File: config.mk
export PLATFORM = sky130hd
export DESIGN_NAME = vga_fb_arbiter
export DESIGN_NICKNAME = d
export VERILOG_FILES = /design/src/rtl/vga_fb_arbiter.sv
export SDC_FILE = /design/constraint.sdc
export NUM_CORES = 1
export LEC_CHECK = 0
export ABC_AREA = 1
export CAP_MARGIN = 0
export CORE_MARGIN = 2
export CORE_UTILIZATION = 41
export DETAILED_ROUTE_END_ITERATION = 8
export GPL_ROUTABILITY_DRIVEN = 0
export PLACE_DENSITY = 0.77
export SLEW_MARGIN = 40
export SYNTH_ARGS = -nofsm -noshare
export SYNTH_HDL_FRONTEND = slang
export SYNTH_SLANG_ARGS = --single-unit
File: constraint.sdc
create_clock -name i_clk -period 1.3 [get_ports i_clk]
set_clock_uncertainty 0.1 [all_clocks]
set_input_delay 0.13 -clock i_clk [delete_from_list [all_inputs] [get_ports i_clk]]
set_output_delay 0.13 -clock i_clk [all_outputs]
set_load 0.05 [all_outputs]
File: src/rtl/vga_fb_arbiter.sv
// vga_fb_arbiter
// Shares one single-port frame-buffer RAM between VGA scan-out and a pixel
// writer. Scan-out has absolute priority: every active pixel issues one read.
// The writer (valid/ready) is granted the RAM only in blanking cycles.
// Everything runs in the pixel-clock domain.
//
// Ports:
//   i_clk, i_rst          pixel clock, async active-high reset
//   i_hblank_n/i_vblank_n blanking inputs, low while blanking
//   i_wr_valid/addr/data  writer request (addr is linear y*H_ACTIVE+x)
//   o_wr_ready            writer grant, transfer on valid & ready
//   o_mem_addr/we/wdata   RAM port (combinational)
//   i_mem_rdata           RAM read data, RD_LAT cycles after the address
//   o_pix/o_pix_valid     scan-out pixel, RD_LAT+1 cycles after the fetch
//   o_wr_oob              pulse one cycle after an out-of-range write is consumed
//   o_line_err            pulse one cycle after an hblank entry with a bad line length
//
// States:
//   SYNC_WAIT | after reset: no fetches, waiting for vblank to align to a frame
//   RUN       | fetching one pixel per active cycle, writes granted in blank
module vga_fb_arbiter #(
    parameter int H_ACTIVE = 640,
    parameter int V_ACTIVE = 480,
    parameter int ADDR_W   = 19,
    parameter int DATA_W   = 12,
    parameter int RD_LAT   = 1
) (
    input  logic              i_clk,
    input  logic              i_rst,
    input  logic              i_hblank_n,
    input  logic              i_vblank_n,
    input  logic              i_wr_valid,
    input  logic [ADDR_W-1:0] i_wr_addr,
    input  logic [DATA_W-1:0] i_wr_data,
    output logic              o_wr_ready,
    output logic [ADDR_W-1:0] o_mem_addr,
    output logic              o_mem_we,
    output logic [DATA_W-1:0] o_mem_wdata,
    input  logic [DATA_W-1:0] i_mem_rdata,
    output logic [DATA_W-1:0] o_pix,
    output logic              o_pix_valid,
    output logic              o_wr_oob,
    output logic              o_line_err
);

    // x must be able to hold H_ACTIVE itself plus headroom for over-long lines.
    localparam int X_W = $clog2(H_ACTIVE + 1) + 1;
    // One extra bit so the frame size is representable even when it equals 2^ADDR_W.
    localparam logic [ADDR_W:0]  FB_SIZE = (ADDR_W + 1)'(H_ACTIVE * V_ACTIVE);
    localparam logic [X_W-1:0]   X_LINE  = X_W'(H_ACTIVE);

    typedef enum logic {
        SYNC_WAIT = 1'b0,
        RUN       = 1'b1
    } state_t;

    state_t              r_state;
    state_t              w_state_nxt;
    logic [ADDR_W-1:0]   r_fetch_addr;
    logic [X_W-1:0]      r_x;
    logic                r_hblank_n_d;
    logic [RD_LAT-1:0]   r_rd_vld;
    logic [DATA_W-1:0]   r_pix;
    logic                r_pix_valid;
    logic                r_wr_oob;
    logic                r_line_err;

    logic                w_active;
    logic                w_fetch;
    logic                w_wr_xfer;
    logic                w_in_range;
    logic                w_hblank_entry;

    assign w_active       = i_hblank_n & i_vblank_n;
    assign w_wr_xfer      = i_wr_valid & ~w_active;
    assign w_in_range     = ({1'b0, i_wr_addr} < FB_SIZE);
    assign w_hblank_entry = r_hblank_n_d & ~i_hblank_n;

    always_comb begin
        w_state_nxt = r_state;
        w_fetch     = 1'b0;
        o_wr_ready  = ~w_active;
        o_mem_addr  = '0;
        o_mem_we    = 1'b0;
        o_mem_wdata = '0;
        case (r_state)
            SYNC_WAIT: if (!i_vblank_n) w_state_nxt = RUN;
            RUN:       w_fetch = w_active;
        endcase
        // Fetch only happens in active cycles and writes only in blank,
        // so the two never compete for the port.
        if (w_fetch) begin
            o_mem_addr = r_fetch_addr;
        end else if (w_wr_xfer) begin
            o_mem_addr  = i_wr_addr;
            o_mem_wdata = i_wr_data;
            o_mem_we    = w_in_range;
        end
    end

    always_ff @(posedge i_clk or posedge i_rst) begin
        if (i_rst) begin
            r_state      <= SYNC_WAIT;
            r_fetch_addr <= '0;
            r_x          <= '0;
            r_hblank_n_d <= 1'b0;
            r_rd_vld     <= '0;
            r_pix        <= '0;
            r_pix_valid  <= 1'b0;
            r_wr_oob     <= 1'b0;
            r_line_err   <= 1'b0;
        end else begin
            r_state      <= w_state_nxt;
            r_hblank_n_d <= i_hblank_n;

            // vblank wins over everything: the frame restarts at address 0.
            if (!i_vblank_n) begin
                r_fetch_addr <= '0;
            end else if (w_fetch) begin
                r_fetch_addr <= r_fetch_addr + ADDR_W'(1);
            end

            if (!i_vblank_n || w_hblank_entry) begin
                r_x <= '0;
            end else if (w_fetch) begin
                r_x <= r_x + X_W'(1);
            end

            // hblank entries inside vblank carry no line, so they are not checked.
            r_line_err <= (r_state == RUN) && w_hblank_entry && i_vblank_n
                          && (r_x != X_LINE);
            r_wr_oob   <= w_wr_xfer & ~w_in_range;

            r_rd_vld[0] <= w_fetch;
            for (int i = 1; i < RD_LAT; i++) begin
                r_rd_vld[i] <= r_rd_vld[i-1];
            end
            r_pix_valid <= r_rd_vld[RD_LAT-1];
            r_pix       <= r_rd_vld[RD_LAT-1] ? i_mem_rdata : '0;
        end
    end

    assign o_pix       = r_pix;
    assign o_pix_valid = r_pix_valid;
    assign o_wr_oob    = r_wr_oob;
    assign o_line_err  = r_line_err;

endmodule

---- Word level (Yosys, flattened, before mapping) ----
Cells that the tools add are included.
operators by class
  add/sub/neg operators ................... 2
  $mul .................................... 0
  div/mod/pow operators ................... 0
  order comparisons ....................... 1
  eq/ne operators ......................... 2
  shifts and indexed selects .............. 0
  multiplexer cells ....................... 14
  bitwise logic cells ..................... 7
  reductions and logical operators ........ 6
operators with widths
  operator                                                  count
  two-way mux 19 bit                                        4
  two-way mux 12 bit                                        3
  two-way mux 11 bit                                        2
  adder 19 x 1 -> 19 bit (second input constant)            1
  less-than comparator 19 bit (second input constant)       1
  adder 11 x 1 -> 11 bit (second input constant)            1
  inequality test 11 x 10 -> 1 bit (second input constant)  1
  two-way mux 1 bit                                         5
  bitwise AND 1 bit                                         4
  logical AND 1 bit                                         3
  inverter 1 bit                                            3
  inequality test 2 x 1 -> 1 bit (second input constant)    1
  nonzero test 2 bit                                        1
  logical NOT 1 bit                                         1
  logical OR 1 bit                                          1
storage, ports and cells
  register bits ........................... 48
  latch bits .............................. 0
  memory bits (writable) .................. 0
  ROM bits ................................ 0
  output and inout port bits .............. 48
  logic and storage cells ................. 41
  memories ................................ 0

---- Depth between registers and ports, before layout ----
  depth after elaboration ................. 5
  mapped depth ............................ 9
  depth with buffers taken out ............ 9

---- Least setup slack after synthesis ----
No wires, ideal clock.
  kind .................................... register to output
  from .................................... register r_state
  to ...................................... output port o_mem_addr[11]
  arrival ................................. 1.931 ns
  data required time ...................... 1.070 ns
  setup slack ............................. -0.861 ns
  cell stages (with the launch flop) ...... 5
  path buffers ............................ 2
  cell sequence ........................... dfrtp_1 nand3_2 buf_2 buf_2 o21ai_0
on the way
  longest elaborated chain between the ends .. 2
ends and longest elaborated chain
  item                      RTL line  RTL
  start: declaration        57        state_t r_state;
  start signal: assignment  113       r_state <= w_state_nxt;
  two-way mux 1 bit         86        case (r_state)
  two-way mux 19 bit        92        if (w_fetch) begin
  end: declaration          36        output logic [ADDR_W-1:0] o_mem_addr,
No other way between the ends.

---- Worst setup path in the final report ----
  from .................................... register r_fetch_addr[0]
  to ...................................... register r_fetch_addr[18]
on the way
  longest elaborated chain between the ends .. 3
ends and longest elaborated chain
  item                      RTL line  RTL
  start: declaration        59        logic [ADDR_W-1:0] r_fetch_addr;
  start signal: assignment  120       r_fetch_addr <= r_fetch_addr + ADDR_W'(1);
  adder 19 x 1 -> 19 bit    120
  two-way mux 19 bit        119       end else if (w_fetch) begin
  two-way mux 19 bit        117       if (!i_vblank_n) begin
No other way between the ends. The select of a mux whose other input is x is not followed.
A chain may end at the register's enable or synchronous reset.

==> results.yml <==
logic_synthesis:
  syn_inst: 383
  netlist_top_cells_area: "dfrtp_1 (44%), nand2_1 (13%), inv_1 (11%), nand3_1 (7.2%), nor2_1 (5.4%)"
  yosysTopAreaCell: "dfrtp_1"
  synth-seq-area-share_pct: 44.3
  synth_ff_type: "dfrtp_1"
  synth_cell_type_count: 29
  synth_warnings: 0
  yosysMostFrequentCell: "nand2_1"
  synth_commonest_cells: "nand2_1 (93), inv_1 (78), dfrtp_1 (48), nand3_1 (39), nor2_1 (39)"
  syn-cell-area_mm2: 0.00271
  syn-num-nets: 434
  synth-async-reset-ratio_pct: 100
  synth_seq_cells: 48
  synth_enable_flop_cells: 0
  synth_top_area_share_pct: 44.3
  syn_avg_cell_area_um2: 7.07
sta:
  final-setup-viol-count: 52
  max_freq_mhz: 555
  rsz0062_at_grt: "true"
  min_period_over_period_pct: 138
  drv_slew: 0
  relSlewSlack_pct: 69.8
  worst-slew-pin-transition_ps: 452
  hold_violations: 0
  fin_ws_ps: -500
  fin_crit_ps: 1800
  fin_hold_ws_ps: 16.3
min_path:
  hold_class: "in2reg"
  holdPathEnd: "r_hblank_n_d"
  hold_depth: 1
  hp-start: "i_hblank_n"
cts:
  worstSkewPairLatency_ps: 340
  cts_hold_buf: 0
  cts_buffers: 5
  cts.sinks: 48
  cts_root_buffer: "clkbuf_8"
  cts_buffer_depth: 2
  cts_tree: "done"
  cts_max_level: 2
  clkSlewWorstSetupHoldPaths_ps: 110
finish:
  final_layout_size_suffix_gt1_share_pct: 48.5
  diodes: 0
  layout.nets: 605
  finalInstanceArea_mm2: 0.00573
  areaGrowthSynthToFinish_pct: 112
placed_design:
  hpwl_um: 6650
  port_buffers: 95
  dpl_cell_area_mm2: 0.00490
global_routing:
  grt_pass1_vias: 3366
  antenna_found_initial: 0
  grt-ovfl-total: 0
  grt_max_degree: 49
  grt_pass1_wl_um: 15700
  grt_usage_pct: 27.1
setup_path:
  worstReg2RegEnd: "r_fetch_addr[18]"
  startpoint_type: "flop"
  cp.required_ps: 1450
  cp-end-kind: "flop"
  r2r_cells: 9
  critPathArrivalTime_ps: 1950
  worstSetupPathType: "reg2reg"
  ff2ff_setup_slack_ps: -500
  worstPathMaxFanout: 7
  r2r-start: "r_fetch_addr[0]"
detailed_routing:
  wl_um: 12900
  via_per_inst: 5.76
  first_pass_iters: 5
  vias: 3638
  ant_nets: 0
  drc: 0
  wl_per_cell_um: 20.4
  initialDrtViolationCount: 398
run_status:
  violations: "setup timing"
  outcome: "complete, but fails checks"
power:
  switchingPower_w: 0.00132
  vdd_drop_max_mv: 0.798
  p_comb_share_pct: 34.7
  p_total_w: 0.00387
  pwr-share-clk_pct: 25.0
  leakagePower_nw: 2.68
  seq_power_share_pct: 40.4
  switching_share_pct: 34.2
  power_density_mw_per_mm2: 674
  intPower_w: 0.00254
floorplan:
  rows: 29
  die_area_mm2: 0.00727
  fp.dieH_um: 85.3
  start_util_pct: 42.4
  io_pins: 96
  core_mm2: 0.00639
  dieWidth_um: 85.3
flow_run:
  cap_violations: 0
-- flip-flops by register name, indices dropped and copies added (netlist names) --
register      cells
r_rd_vld          1
r_fetch_addr     19
o_wr_oob          1
r_state           1
r_x              11
o_pix            12
r_hblank_n_d      1
o_line_err        1
o_pix_valid       1
-- layer usage --
| metal | track usage, % | vias up | routed length, µm |
|---|---|---|---|
| met2 | 49.2 | 308 | 6480 |
| met3 | 6.91 | 102 | 1240 |
| li1 | - | 1536 | - |
| met4 | 14.1 | 0 | 934 |
| met5 | 0 | - | 0 |
| met1 | 28.8 | 1692 | 4210 |
-- cell families after synthesis --
family,share of synthesized area (%)
flip-flops,44.3
AO/OA/AOI/OAI,8.68
AND/OR/NAND/NOR,32.2
buffers and inverters,13.1
XOR/XNOR,0.323
adder cells (fa/ha/maj),1.39
-- power groups by stage --
stage	Combinational [W]	Clock (W)	Sequential, W
final	0.00134	0.000965	0.00156
after global routing	0.00139	0.00100	0.00156
after CTS	0.00121	0.000927	0.00156
after detailed placement	0.00117	0	0.00159
after global placement	0.00115	0	0.00158
after floorplan	0.000482	0	0.00164
-- layout make-up --
cell class	count	area, µm²
Clock buffer	5	68.8
Clock inverter	3	18.8
Fill cell	257	653
Inverter	79	315
Multi-Input combinational cell	245	1860
Sequential cell	48	1200
Tap cell	77	96.3
Timing Repair Buffer	175	2170
-- through the flow --
step / TNS (ps) / setup WS, ps / instances / utilization (%)
final: -13640 / -500 / 632 / 89.8
after global routing: -16650 / -530 / 632 / 89.8
after detailed placement: -25940 / -483 / 601 / 76.7
after floorplan: -998 / -95.6 / 383 / -
after global placement: -23090 / -443 / 601 / 76.7
after CTS: -8150 / -334 / 616 / 82.1
-- worst max-delay path, stage by stage, from the launching register on --
cell     delay, ps
dfrtp_1        370
ha_2           190
nand2_2         70
nor2_4         160
nand2_4         90
nor2_4         280
nand3_2        140
nand2_1         90
nand2_1         80
nor2_1         140
-- worst max-delay path by stage --
stage,end,cells past startpoint,slack (ps),startpoint
3_3_place_gp,r_fetch_addr[17],8,-440,i_hblank_n
3_5_place_dp,o_mem_addr[10],5,-480,i_hblank_n
6_report,r_fetch_addr[18],9,-500,r_fetch_addr[0]
2_1_floorplan,o_mem_addr[13],4,-100,r_state
5_1_grt,r_fetch_addr[18],9,-530,r_fetch_addr[1]
4_1_cts,o_mem_addr[10],5,-330,r_state
-- cells in the final DEF, fill, tap and decap left out, types with 10 or more instances in the layout --
master and instances:
clkdlybuf4s50_1 39, nor2_1 18, nand3_2 13, nand2_2 19, buf_6 22, buf_12 52
inv_1 67, o21ai_4 10, buf_4 53, nand3_1 23, dfrtp_1 45, nand2_1 65
nor2_4 20
-- repair_timing --
action / in CTS / in global routing
pin swaps: 17 / 26
gates cloned: 0 / 0
buffers inserted: 7 / 16
endpoints found under the setup margin: 63 / 57
resized for setup: 72 / 92
No activity file was read; power rests on OpenSTA's default activity.
